==> src/rtl/keypad_pkg.sv <==
// rtl/keypad_pkg.sv - shared types and constants for the keypad front end
// Purpose: FSM state type, key code constants, no-key row pattern and
// active-low one-hot helpers used by keypad_decode and keypad_debounce.
// Ports: none (package).
package keypad_pkg;

  typedef enum logic [1:0] {
    IDLE,
    PRESS_WAIT,
    HELD,
    RELEASE_WAIT
  } kd_state_t;

  localparam logic [3:0] KEY_A    = 4'd10;
  localparam logic [3:0] KEY_B    = 4'd11;
  localparam logic [3:0] KEY_C    = 4'd12;
  localparam logic [3:0] KEY_D    = 4'd13;
  localparam logic [3:0] KEY_STAR = 4'd14;
  localparam logic [3:0] KEY_HASH = 4'd15;

  // Row sense pattern when no key is pressed on the driven column.
  localparam logic [3:0] ROWS_NONE = 4'b1111;

  // True when exactly one bit of an active-low vector is low.
  function automatic logic is_one_cold(input logic [3:0] v);
    logic ok;
    case (v)
      4'b0111, 4'b1011, 4'b1101, 4'b1110: ok = 1'b1;
      default:                            ok = 1'b0;
    endcase
    return ok;
  endfunction

  // Position of the low bit counted from the MSB (bit 3 -> 0).
  // Only meaningful when is_one_cold() holds.
  function automatic logic [1:0] cold_index(input logic [3:0] v);
    logic [1:0] idx;
    case (v)
      4'b0111: idx = 2'd0;
      4'b1011: idx = 2'd1;
      4'b1101: idx = 2'd2;
      default: idx = 2'd3;
    endcase
    return idx;
  endfunction

endpackage

==> src/rtl/keypad_decode.sv <==
// rtl/keypad_decode.sv - combinational single-key decode of column drive and row sense
// Purpose: map one active-low column and one active-low row to a 4-bit key code.
// Ports:
//   kpc      in  [3:0] column drive, active-low one-hot, kpc[3] = column 0
//   kpr      in  [3:0] row sense, active-low, kpr[3] = row 0 (top)
//   raw_ok   out       exactly one column driven and exactly one row low
//   raw_code out [3:0] key code (digits 0-9, A-D 10-13, * 14, # 15)
module keypad_decode
  import keypad_pkg::*;
(
  input  logic [3:0] kpc,
  input  logic [3:0] kpr,
  output logic       raw_ok,
  output logic [3:0] raw_code
);

  logic [1:0] col;
  logic [1:0] row;

  always_comb begin
    col      = cold_index(kpc);
    row      = cold_index(kpr);
    raw_ok   = is_one_cold(kpc) && is_one_cold(kpr);
    raw_code = 4'd0;
    case (row)
      2'd0: begin
        case (col)
          2'd0:    raw_code = 4'd1;
          2'd1:    raw_code = 4'd2;
          2'd2:    raw_code = 4'd3;
          default: raw_code = KEY_A;
        endcase
      end
      2'd1: begin
        case (col)
          2'd0:    raw_code = 4'd4;
          2'd1:    raw_code = 4'd5;
          2'd2:    raw_code = 4'd6;
          default: raw_code = KEY_B;
        endcase
      end
      2'd2: begin
        case (col)
          2'd0:    raw_code = 4'd7;
          2'd1:    raw_code = 4'd8;
          2'd2:    raw_code = 4'd9;
          default: raw_code = KEY_C;
        endcase
      end
      default: begin
        case (col)
          2'd0:    raw_code = KEY_STAR;
          2'd1:    raw_code = 4'd0;
          2'd2:    raw_code = KEY_HASH;
          default: raw_code = KEY_D;
        endcase
      end
    endcase
  end

endmodule

==> src/rtl/keypad_debounce.sv <==
// rtl/keypad_debounce.sv - press/release debouncer emitting one pulse per key press
// Purpose: debounce a decoded key press and its release; report the key code.
// Ports:
//   clk       in        system clock, rising edge
//   reset     in        synchronous, active-high
//   kpc       in  [3:0] column drive from the scanner, active-low one-hot
//   kpr       in  [3:0] row sense, active-low
//   key_code  out [3:0] last accepted key, held until the next accept
//   key_valid out       one-cycle pulse on each accepted press
//   key_held  out       high from acceptance until the release is debounced
module keypad_debounce
  import keypad_pkg::*;
#(
  parameter int DEBOUNCE_CYCLES = 50000
) (
  input  logic       clk,
  input  logic       reset,
  input  logic [3:0] kpc,
  input  logic [3:0] kpr,
  output logic [3:0] key_code,
  output logic       key_valid,
  output logic       key_held
);

  localparam int              CW   = $clog2(DEBOUNCE_CYCLES);
  localparam logic [CW-1:0]   TERM = CW'(DEBOUNCE_CYCLES - 1);

  logic       raw_ok;
  logic [3:0] raw_code;

  kd_state_t     state_q,     state_d;
  logic [CW-1:0] cnt_q,       cnt_d;
  logic [3:0]    cand_q,      cand_d;
  logic [3:0]    key_code_q,  key_code_d;
  logic          key_valid_q, key_valid_d;
  logic          key_held_q,  key_held_d;

  keypad_decode u_decode (
    .kpc      (kpc),
    .kpr      (kpr),
    .raw_ok   (raw_ok),
    .raw_code (raw_code)
  );

  always_comb begin
    state_d     = state_q;
    cnt_d       = cnt_q;
    cand_d      = cand_q;
    key_code_d  = key_code_q;
    key_valid_d = 1'b0;
    key_held_d  = key_held_q;

    case (state_q)
      IDLE: begin
        key_held_d = 1'b0;
        if (raw_ok) begin
          cand_d  = raw_code;
          cnt_d   = '0;
          state_d = PRESS_WAIT;
        end
      end

      PRESS_WAIT: begin
        // Any glitch or a different key restarts from IDLE; the new key is
        // captured on the following sample, not this one.
        if (!raw_ok || (raw_code != cand_q)) begin
          state_d = IDLE;
        end else if (cnt_q == TERM) begin
          state_d     = HELD;
          key_code_d  = cand_q;
          key_valid_d = 1'b1;
          key_held_d  = 1'b1;
        end else begin
          cnt_d = cnt_q + CW'(1);
        end
      end

      HELD: begin
        key_held_d = 1'b1;
        // Only an all-high row sense counts as released; other keys are ignored.
        if (kpr == ROWS_NONE) begin
          cnt_d   = '0;
          state_d = RELEASE_WAIT;
        end
      end

      RELEASE_WAIT: begin
        if (kpr != ROWS_NONE) begin
          state_d = HELD;
        end else if (cnt_q == TERM) begin
          state_d    = IDLE;
          key_held_d = 1'b0;
        end else begin
          cnt_d = cnt_q + CW'(1);
        end
      end

      default: begin
        state_d = IDLE;
      end
    endcase
  end

  always_ff @(posedge clk) begin
    if (reset) begin
      state_q     <= IDLE;
      cnt_q       <= '0;
      cand_q      <= 4'd0;
      key_code_q  <= 4'd0;
      key_valid_q <= 1'b0;
      key_held_q  <= 1'b0;
    end else begin
      state_q     <= state_d;
      cnt_q       <= cnt_d;
      cand_q      <= cand_d;
      key_code_q  <= key_code_d;
      key_valid_q <= key_valid_d;
      key_held_q  <= key_held_d;
    end
  end

  assign key_code  = key_code_q;
  assign key_valid = key_valid_q;
  assign key_held  = key_held_q;

endmodule

==> config.mk <==
export PLATFORM = sky130hd
export DESIGN_NAME = keypad_debounce
export DESIGN_NICKNAME = d
export VERILOG_FILES = /design/src/rtl/keypad_pkg.sv /design/src/rtl/keypad_decode.sv /design/src/rtl/keypad_debounce.sv
export SDC_FILE = /design/constraint.sdc
export NUM_CORES = 1
export LEC_CHECK = 0
export CAP_MARGIN = 0
export CORE_ASPECT_RATIO = 0.5
export CORE_MARGIN = 2
export CORE_UTILIZATION = 50
export CTS_BUF_LIST = sky130_fd_sc_hd__clkbuf_4
export CTS_CLUSTER_DIAMETER = 80
export DETAILED_ROUTE_END_ITERATION = 6
export PLACE_DENSITY = 0.76
export SYNTH_ARGS = -nofsm -noshare
export SYNTH_HDL_FRONTEND = slang
export SYNTH_SLANG_ARGS = --single-unit
==> constraint.sdc <==
create_clock -name clk -period 6.7 [get_ports clk]
set_input_delay 2.01 -clock clk [delete_from_list [all_inputs] [get_ports clk]]
set_output_delay 2.01 -clock clk [all_outputs]
set_load 0.01 [all_outputs]
# --- After elaboration in Yosys (flattened, before gate mapping) ---
# Index checks and enable logic that the tools add are counted.
word_totals:
  register_bits: 28
  output_inout_bits: 6
classes:
  addsub: 1
  eq_ne: 27
  mux: 28
  bitwise: 2
  n_reduce_logical: 14
op_table:
  columns: ["cell", "count"]
  rows:
  - ["16-bit 2-to-1 mux", 5]
  - ["16-bit one-hot mux with 4 select lines", 1]
  - ["4-bit one-hot mux with 3 select lines", 5]
  - ["4-bit == test (second input constant)", 7]
  - ["16-bit by 1-bit adder with 16-bit output (second input constant)", 1]
  - ["16-bit == test (second input constant)", 1]
  - ["2-bit 2-to-1 mux", 6]
  - ["2-bit inequality test (second input constant)", 6]
  - ["2-bit one-hot mux with 3 select lines", 2]
  - ["4-bit AND reduction", 3]
  - ["2-bit == test (second input constant)", 4]
  - ["4-bit by 3-bit == test with 1-bit output (second input constant)", 2]
  - ["2-bit one-hot mux with 4 select lines", 1]
  - ["4-bit OR reduction", 2]
  - ["1-bit 2-to-1 mux", 7]
  - ["2-bit by 1-bit == test with 1-bit output (second input constant)", 3]
  - ["2-bit logical NOT", 3]
  - ["3-bit inequality test (second input constant)", 2]
  - ["4-bit inequality test", 1]
  - ["4-bit inequality test (second input constant)", 1]
  - ["1-bit one-hot mux with 4 select lines", 1]
  - ["3-bit AND reduction", 1]
  - ["3-bit OR reduction", 1]
  - ["1-bit NOT", 2]
  - ["other kinds (4)", 4]

# --- Longest topological paths before layout ---
depth:
  word_depth: 9
  mapped_depth: 12

# --- Modules after synthesis ---
# From an unflattened synthesis, not the netlist that was laid out.
unflattened:
  cells_unflattened: 236
  hier_area_um2: 1979.4
modules_own_cells:
  columns: ["mod", "instances", "cells_per_inst", "area_per_inst_um2", "seq_area_each_um2"]
  rows:
  - ["keypad_debounce", 1, 192, 1672.9, 560.5]
  - ["keypad_decode", 1, 44, 306.5, 0.0]

# --- Worst setup path before layout ---
# Ideal clock, no wire load.
synth_path:
  path_type: "in2reg"
  startpoint: "input kpc[3]"
  endpoint: "register cnt_q[3]"
  setup_ns: 0.112
  arrival_ns: 4.543
  t_required_ns: 6.588
  path_slack_ns: 2.045
  stages: 10
  path_cell_list: "xnor2_1 -> or2_2 -> inv_1 -> ha_1 -> o32ai_1 -> o2bb2ai_1 -> o221ai_1 -> o31a_1 -> or3_1 -> a2111oi_1"
synth_via:
  elab_chain_cells: 9
  word_cells_on_any_way: 22
  classes_between: "eq/ne: 9; mux: 7; reduce/logical: 6"
synth_lines:
  columns: ["element", "line", "source"]
  rows:
  - ["from (decl)", "keypad_debounce.sv:18", "input logic [3:0] kpc,"]
  - ["4-bit == test or 4-bit by 3-bit == test with 1-bit output (tied branches)", "keypad_pkg.sv:27, keypad_pkg.sv:38", null]
  - ["2-bit one-hot mux with 3 select lines", "keypad_pkg.sv:38", "case (v)"]
  - ["2-bit == test (tied with other cells)", null, null]
  - ["4-bit one-hot mux with 3 select lines (on tied branches)", null, null]
  - ["4-bit one-hot mux with 3 select lines", "keypad_decode.sv:25", "case (row)"]
  - ["4-bit inequality test", "keypad_debounce.sv:66", "if (!raw_ok || (raw_code != cand_q)) begin"]
  - ["1-bit logical OR", "keypad_debounce.sv:66", null]
  - ["2-bit inequality test (no source line)", null, null]
  - ["4-bit AND reduction (no source line) (*)", null, null]
  - ["to (signal assigned)", "keypad_debounce.sv:114", "cnt_q <= cnt_d;"]
  - ["to (decl)", "keypad_debounce.sv:32", "logic [CW-1:0] cnt_q, cnt_d;"]
# Every way passes the cells marked *; elsewhere a longest branch is shown, timed or not.
# A chain may end at the register's enable or synchronous reset.

# --- Worst setup path in the final report ---
# Ends and elaborated chain as after synthesis.

==> flow_summary.ini <==
[floorplan]
core-area_um2 = 3900
fp-row-count = 16
initial_core_util = 0.520
die_width_um = 94.1
io_pins = 16
die_area_um2 = 4620
die_y_um = 49.1

[grt]
met3_usage = 0.0479
busiest_layer = met2
grt.total_usage = 0.215
grt_pass1_vias = 1893
grt_pass1_wl_um = 8090
antenna_found_initial = 0
grt_use_met2 = 0.351
grt_max_degree = 21
use_met1 = 0.281
overflow = 0

[clock_tree]
clkSinkCount = 28
cts_root_buffer = clkbuf_4
cts_resized = 0
clock_latency_ps = 340
clkSlewWorstSetupHoldPaths_ps = 150
cts_buffers = 3
clock_path_buffers = 2
hold_buffers = 0
cts_tree = built
h-tree-depth = 1
postCtsSetupBuffers = 0

[finish]
layout.nets = 293
final.fill_count = 369
area_delta_synth_final_pct = 8.88
final_layout_size_suffix_gt1_frac = 0.0257
fin_area_um2 = 2210
antenna_cells = 0

[detailed_routing]
ant_nets = 0
dr_total_vias = 2058
first_pass_iters = 5
drc = 0
viasPerCell = 6.31
drtIter0Drc = 112
routed_wl_um = 4820
routedWlPerCell_um = 14.8

[synth]
asyncSetResetFlopFracSynth = 0
ys_types = 50
ys_warn_count = 0
yosysSeqAreaShare = 0.276
synth_flop_cell = dfxtp_1
synth_area_per_cell_um2 = 7.60
synth_nets = 286
synth_edf_count = 0
ys_seq_elements = 28
netlist_area_um2 = 2030
synthCells = 267

[place]
place.gp.congestion = 0.946
placed_cell_area_um2 = 2190
dpl.hpwl_um = 3510
port_buffers = 15

[pwr]
p_leak_nw = 0.722
internal_power_mw = 0.221
ir_drop_mv = 0.0669
power_frac_seq = 0.523
switchingPower_mw = 0.108
p_comb_frac = 0.260
clkPwrFrac = 0.216
power.density_nw_per_um2 = 149
p_sw_frac = 0.328

[worst_hold_path]
worstHoldEndpoint = key_code[3]
hp-start = key_code[3]
hold_class = flip-flop to flip-flop
hold_path_depth = 2

[worst_setup_path]
reg2reg_to = state_q[0]
max_stage_delay_ps = 560
crit_arrival_ps = 5620
r2r_slack_ps = 4060
crit_path_max_fanout = 16
r2r_cells = 7
path_cells = clkdlybuf4s50_1 -> xnor2_1 -> or2_2 -> inv_1 -> ha_1 -> o32ai_1 -> o2bb2ai_1 -> o221ai_1 -> o31a_1 -> or3_1 -> a2111oi_1
worstSetupStartpointType = input port
worstPathRequired_ps = 6940
crit_path_end_kind = flip-flop
worst-setup-path-type = input port to flip-flop
r2r_start = cnt_q[0]
cp_slowest_cell = o31a_1

[sta]
fin_skew_ps = 9.09
final-max-slew-violation-count = 0
layout_min_cycle_time_ps = 5380
clock.fmax_mhz = 186
setup_viol = 0
slew_headroom = 0.316
rsz0062_at_grt = no
setup-tns-final_ps = 0
post-route-period-util = 0.803
worstMarginPinSlew_ps = 1020
hold_violations = 0

[job]
cap_violations = 0

[outcome]
status = completed
[cell usage in the layout (no fill, tap or decap), types with 3 or more instances in the layout]
cell type         n
a21oi_1          16
and2_1            4
and3_1            6
clkbuf_4          3
clkdlybuf4s50_1  15
dfxtp_1          28
ha_1              9
inv_1            17
nand2_1          18
nand2b_1          4
nand3_1          16
nand3b_1          3
nand4_1           5
nor2_1           23
nor3_1            9
nor3b_1           3
nor4_1            5
o211ai_1          4
o21ai_0          13
o311ai_0         11
o31ai_1           7
o32ai_1           4
o41ai_1           3
or3_1             6
or4_1             5
xnor2_1           3
xor2_1            4
[state kept, by name (all words and copies together) (netlist names)]
| name | cells |
|---|---|
| key_code | 4 |
| cnt_q | 16 |
| state_q | 2 |
| key_valid | 1 |
| cand_q | 4 |
| key_held | 1 |
[layout make-up]
class / instances / area (um2) / area share
Clock buffer: 3 / 22.5 / 0.0102
Inverter: 17 / 63.8 / 0.0289
Multi-Input combinational cell: 209 / 1350 / 0.609
Sequential cell: 28 / 561 / 0.254
Tap cell: 54 / 67.6 / 0.0306
Timing Repair Buffer: 15 / 150 / 0.0680
[kinds of logic after synthesis]
| group | count (synthesis) | synth area share |
|---|---|---|
| AOI/OAI and AO/OA | 77 | 0.268 |
| and+or+nand+nor | 115 | 0.305 |
| xor gates and xnor gates | 7 | 0.0302 |
| DFF | 28 | 0.276 |
| adders and majority gates | 9 | 0.0555 |
| muxes | 1 | 0.00493 |
| buffers and inverters | 30 | 0.0610 |
[synth_stat cells (all sizes together) (2+ instances only)]
cell type / instances / area share
dfxtp: 28 / 0.28
nor2: 23 / 0.043
nand2: 18 / 0.033
inv: 17 / 0.031
a21oi: 16 / 0.039
nand3: 16 / 0.039
o21ai: 14 / 0.035
o311ai: 11 / 0.047
clkbuf: 10 / 0.018
ha: 9 / 0.055
nor3: 9 / 0.022
o31ai: 7 / 0.026
or3: 7 / 0.024
and3: 6 / 0.018
nand4: 5 / 0.015
nor4: 5 / 0.015
or4: 5 / 0.018
and2: 4 / 0.012
nand2b: 4 / 0.012
o211ai: 4 / 0.015
o32ai: 4 / 0.017
xor2: 4 / 0.017
buf: 3 / 0.011
nand3b: 3 / 0.011
nor3b: 3 / 0.011
o41ai: 3 / 0.013
xnor2: 3 / 0.013
a31oi: 2 / 0.0062
nand4b: 2 / 0.0086
o2111ai: 2 / 0.0086
o211a: 2 / 0.0099
o31a: 2 / 0.0086
[worst max-delay path: cells and delay by family]
| family | cells | cell delay (ps) |
|---|---|---|
| AO/OA/AOI/OAI | 5 | 1800 |
| AND/OR/NAND/NOR | 2 | 610 |
| buffers and inverters | 2 | 570 |
| XOR/XNOR | 1 | 400 |
| adder cells (fa/ha/maj) | 1 | 220 |
[stage by stage]
| step | util | hold slack [ps] | power, mW | setup WS (ps) | instances |
|---|---|---|---|---|---|
| final | 0.566 | 492 | 0.329 | 1320 | 326 |
| after global routing | 0.566 | 529 | 0.350 | 1180 | 326 |
| after CTS | 0.566 | 489 | 0.331 | 1390 | 326 |
| after detailed placement | 0.560 | 469 | 0.260 | 1010 | 323 |
| after global placement | 0.560 | 463 | 0.259 | 1180 | 323 |
| after floorplan | - | 469 | 0.239 | 2040 | 267 |
[worst max-delay path by stage]
stage	start	to	slack [ps]	depth (start not counted)
finish	kpc[3]	cnt_q[3]	1320	11
global route	kpc[3]	cnt_q[3]	1180	11
CTS	kpc[3]	cnt_q[3]	1390	11
detailed placement	kpc[3]	cnt_q[3]	1010	11
global placement	kpc[3]	cnt_q[3]	1180	11
floorplan	kpc[3]	cnt_q[3]	2040	10
[power groups by stage]
stage / logic, mW / clock network [mW] / registers [mW]
after floorplan: 0.0634 / 0 / 0.176
after global placement: 0.0825 / 0 / 0.176
after detailed placement: 0.0838 / 0 / 0.176
after CTS: 0.0843 / 0.0748 / 0.172
after global routing: 0.0950 / 0.0814 / 0.173
final: 0.0857 / 0.0711 / 0.172
[routing by layer]
metal	vias up	routed length, um
met5	-	0
met1	958	2280
met3	12	246
met4	0	86
li1	1030	-
met2	58	2210
No activity file was read; power rests on OpenSTA's default activity.
==> edit 1 (same settings) <==
Encoding of `kd_state_t`: now Gray code (2 bits for 4 states).
--- a/src/rtl/keypad_pkg.sv
+++ b/src/rtl/keypad_pkg.sv
@@ -6,8 +6,8 @@
 
   typedef enum logic [1:0] {
-    IDLE,
-    PRESS_WAIT,
-    HELD,
-    RELEASE_WAIT
+    IDLE         = 2'b00,
+    PRESS_WAIT   = 2'b01,
+    HELD         = 2'b11,
+    RELEASE_WAIT = 2'b10
   } kd_state_t;
 
Check against the original RTL: same outputs for any inputs over 10 cycles, from zero or initial values and one cycle with reset high; not proved beyond that.
==> edit 1 against the unedited design <==
Non-clock buffer count rose by 1. Die area fell by 1.8%. Critical path type unchanged. Design area decreased by 0.68%. Synthesized area shrank 2.0%. Power up 11%. Setup slack better by 0.25 ns. Sequential cell count unchanged. Wire length decreased by 7.1%.
==> edit 1: results (changes against the unedited design) <==
Placement
  – GP Congestion: 0.9158 (-3.2%)
  – Dpl cells: 313 (-3.1%)
  – DP HPWL: 3226 um (-8.1%)
  – Pre-CTS setup slack: 1.244 ns (+0.2291 ns)
  – Placed cell area: 2142 sq um (-2.1%)

Hold path
  – Hold path startpoint: cnt_q[1]
  – Type of the most critical hold path: reg2reg
  – Worst Hold Path EP: cnt_q[1]

Worst setup path
  – Worst Setup EP: cnt_q[4]
  – Crit-path slowest cell: clkdlybuf4s50_1
  – CP top delay family: simple AND/OR/NAND/NOR gates
  – Worst r2r path cells: 6 (-1)
  – Max incr delay on CP: 0.48 ns (-0.08 ns)
  – R2r startpoint: state_q[0]
  – Critical path arrival: 5.37 ns (-0.25 ns)
  – Crit path max fanout: 15 (-1)
  – Worst reg2reg setup slack: 4.26 ns (+0.20 ns)

Run status
  – Status: finished, final reports clean

Clock network
  – Clock buffer depth: 2 (unchanged)

Timing
  – Fin Clk Skew: 0.01131 ns (+0.002216 ns)
  – Crit share post-route: 76.54% (-3.8 points)
  – Worst-Margin Slew: 0.6728 ns (-0.3470 ns)

GRT
  – Total track usage: 20.38% (-1.1 points)
  – Largest net degree at the start of global routing: 33 (+57%)
  – First-pass GRT wire length: 7679 um (-5.1%)
  – Vias in the first global route: 1762 (-6.9%)

Synth
  – Synth area leaders: dfxtp_1, a21oi_1, o32ai_1
  – Register area share after synthesis: 28.18% (+0.56 points)
  – Synth top cells by count: dfxtp_1, a21oi_1, inv_1, nand3_1
  – Average cell area after synthesis: 7.711 sq um (+1.4%)
  – Synth cell types: 54 (+8.0%)

Routing
  – Total Routed Length: 4476 um (-7.1%)
  – Drt pass-1 iters: 4 (-1)
  – Via density: 6.104 (-3.3%)
  – Initial DRC count: 120 (+7.1%)

Pwr
  – Leak Pwr: 0.7683 nW (+6.4%)
  – VDD IR max: 0.00009301 V (+39%)

Cells and area
  – NumNets Final: 283 (-3.4%)
==> edit 1: changes by cell type in the layout (fill, tap and decap cells not counted), moves of 3 or more <==
cell      unedited run  this run
and2_1               4         0
o32ai_1              4        14
o41ai_1              3         0
mux2i_1              1         5
nor3_1               9         4
o21ai_1              1         4
a21oi_1             16        26
o31ai_1              7         1
inv_1               17        24
o311ai_0            11         0
nor2_1              23        17
o21ai_0             13         3
==> edit 1: power breakdown <==
part	switching (mW)	total (mW)	internal (mW)
combinational	0.0522	0.0835	0.0313
clock	0.0490	0.110	0.0605
sequential	0.00313	0.173	0.170
total	0.104	0.366	0.261
==> edit 1: area by class of cell <==
class / instances / area [sq um] / area share, %
Multi-Input combinational cell: 190 / 1262 / 57.53
Sequential cell: 28 / 560.5 / 25.54
Timing Repair Buffer: 16 / 157.7 / 7.184
Inverter: 25 / 93.84 / 4.276
Tap cell: 54 / 67.56 / 3.079
Clock inverter: 1 / 30.03 / 1.368
Clock buffer: 3 / 22.52 / 1.026
==> edit 1: stage by stage <==
step	hold WS (ns)	utilization, %
CTS	0.4974	56.80
floorplan	0.4492	-
detailed placement	0.4774	55.44
global route	0.5400	56.80
global placement	0.4693	55.44
finish	0.4943	56.80
==> edit 1: cells by family after synthesis <==
kind of cell / share of synthesized area (%)
simple gates: 25.28
compound gates: 26.35
buf+inv: 8.364
flops: 28.18
fa+ha+maj: 5.660
xor+xnor: 3.082
mux: 3.082
==> edit 1: per-layer routing <==
| metal | up-vias | track usage [%] | part of all wire [%] |
|---|---|---|---|
| met5 | - | 0 | 0 |
| met2 | 44 | 36.47 | 48 |
| met3 | 4 | 4.050 | 4.6 |
| met4 | 0 | 3.431 | 0.60 |
| met1 | 922 | 25.99 | 46 |
| li1 | 965 | - | - |
==> edit 2 (same flow settings) <==
Made on the original files. The parameter `DEBOUNCE_CYCLES` goes from 50000 to 12500.
--- a/src/rtl/keypad_debounce.sv
+++ b/src/rtl/keypad_debounce.sv
@@ -12,5 +12,5 @@
   import keypad_pkg::*;
 #(
-  parameter int DEBOUNCE_CYCLES = 50000
+  parameter int DEBOUNCE_CYCLES = 12500
 ) (
   input  logic       clk,
Formal check against the unedited RTL: no difference found for any inputs over 10 cycles, from zero or initial values and one cycle with reset high; that may be too few to reach the edited logic, so the function may still have changed.
==> edit 2 against the unedited design <==
Via count is 4.3% lower. Global-route usage increased by 2.4 points. Design area grew 0.34%. First-iteration DRC count down 8.0%. Critical path depth rose by 1. Synthesized area down 1.6%. Sequential cell count down 2. Setup slack gained 0.29 ns. Combinational power increased by 75%. Power grew 29%. Wire length rose by 4.9%. Critical endpoint is now key_held. Largest power group unchanged.
==> edit 2: results (changes against the unedited design) <==
Clock network
  – CTS root buffer: clkbuf_4
  – # hold bufs at CTS: 0 (unchanged)
  – CTS sink count: 26 (-7.1%)
  – Clock Latency Late Sink: around 0.33 ns
  – Cts repair resizes: 0 (unchanged)

Timing
  – Worst slew margin: 40.10% (+8.5 points)
  – Fin Clk Skew: 0.01127 ns (+0.002180 ns)

Placement
  – Placed cell area: 2165 sq um (-1.0%)
  – DP HPWL: 3619 um (+3.1%)
  – GP Congestion: 0.8830 (-6.6%)

Synth
  – Mapped Nets: 270 (-5.6%)
  – Synth cell types: 61 (+22%)
  – Register area share after synthesis: 26.07% (-1.6 points)
  – Synth Area in Adders: 6.140% (+0.59 points)
  – Post-synthesis mux area share: 2.256% (+1.8 points)
  – Compound-Gate Fraction of Synth Area: 28.45% (+1.7 points)
  – Synth Area in XOR/XNOR: 3.008% (-0.013 points)
  – Synth area leaders: dfxtp_1, ha_1, nand2_1
  – Synth top cells by count: dfxtp_1, nand2_1, nand3_1, a21oi_1, o21ai_0

Worst setup path
  – Crit path max fanout: 7 (-9)
  – Crit-path slowest cell: or4_1
  – Max incr delay on CP: 0.68 ns (+0.12 ns)
  – Worst r2r path cells: 6 (-1)
  – CP top delay family: simple AND/OR/NAND/NOR gates
  – Critical path arrival: 5.33 ns (-0.29 ns)

Routing
  – Drt pass-1 iters: 4 (-1)
  – Initial DRC count: 103 (-8.0%)
  – Wire length per cell: 16.15 um (+9.3%)
  – Routed via count: 1969 (-4.3%)

Pwr
  – Leak Pwr: 0.7441 nW (+3.0%)
  – VDD IR max: 0.00007188 V (+7.4%)

GRT
  – Vias in the first global route: 1916 (+1.2%)
  – Total track usage: 23.95% (+2.4 points)
  – Largest net degree at the start of global routing: 27 (+29%)
  – First-pass GRT wire length: 8901 um (+10%)

Hold path
  – Worst Hold Depth: 2 (unchanged)

Run status
  – Status: finished, final reports clean

Cells and area
  – Flip-flop count of the largest register after layout: 14 (-2)
  – Share of post-route cells with drive strength above 1: 5.019% (+2.4 points)
  – NumNets Final: 279 (-4.8%)
  – FILL cells: 338 (-8.4%)
-- edit 2: cell count changes after synthesis, moves of 4 or more --
cell,unedited run,this run
buf_2,0,4
nor2_1,23,11
o311ai_0,11,1
o32ai_1,4,0
a32o_1,0,7
inv_1,17,7
or3_1,6,1
o31ai_1,7,2
nand2_1,18,26
a41oi_1,0,4
-- edit 2: layout make-up --
cell class | count | share of cell area (%)
tap | 54 | 3.047
clock buffer | 3 | 1.016
multi-input combinational | 204 | 62.19
clock inverter | 1 | 1.354
inverter | 8 | 1.467
sequential | 26 | 23.48
timing repair buffer | 17 | 7.449
-- edit 2: power by group --
group	internal [mW]	switching (mW)
Clock	0.0605	0.0512
Combinational	0.0518	0.0979
Sequential	0.160	0.00496
Total	0.272	0.154
-- edit 2: cells by family after synthesis --
kind of cell / count (synthesis)
AOI/OAI and AO/OA: 77
muxes: 4
DFF: 26
buffers and inverters: 21
adders and majority gates: 10
and+or+nand+nor: 107
xor gates and xnor gates: 6
-- edit 2: final timing paths --
kind	start	end	slack, ns
max	kpc[3]	key_held	1.61
min	key_code[3]	key_code[3]	0.49
max reg2reg	state_q[1]	cnt_q[12]	3.92
min reg2reg	key_code[3]	key_code[3]	0.49
-- edit 2: stage by stage --
stage / total power [mW] / util, % / cells / setup WS [ns]
after global routing: 0.4500 / 57.38 / 313 / 1.424
after global placement: 0.3094 / 56.02 / 309 / 1.374
after CTS: 0.4244 / 57.38 / 313 / 1.620
after detailed placement: 0.3137 / 56.02 / 309 / 1.266
after floorplan: 0.2734 / - / 251 / 2.119
final: 0.4259 / 57.38 / 313 / 1.610
-- edit 2: metal layers --
layer	vias to the layer above	share of wire (%)	GRT usage, %
li1	986	-	-
met1	917	46	31.12
met2	60	48	40.65
met3	6	5.6	4.673
met4	0	0.67	6.863
met5	-	0	0
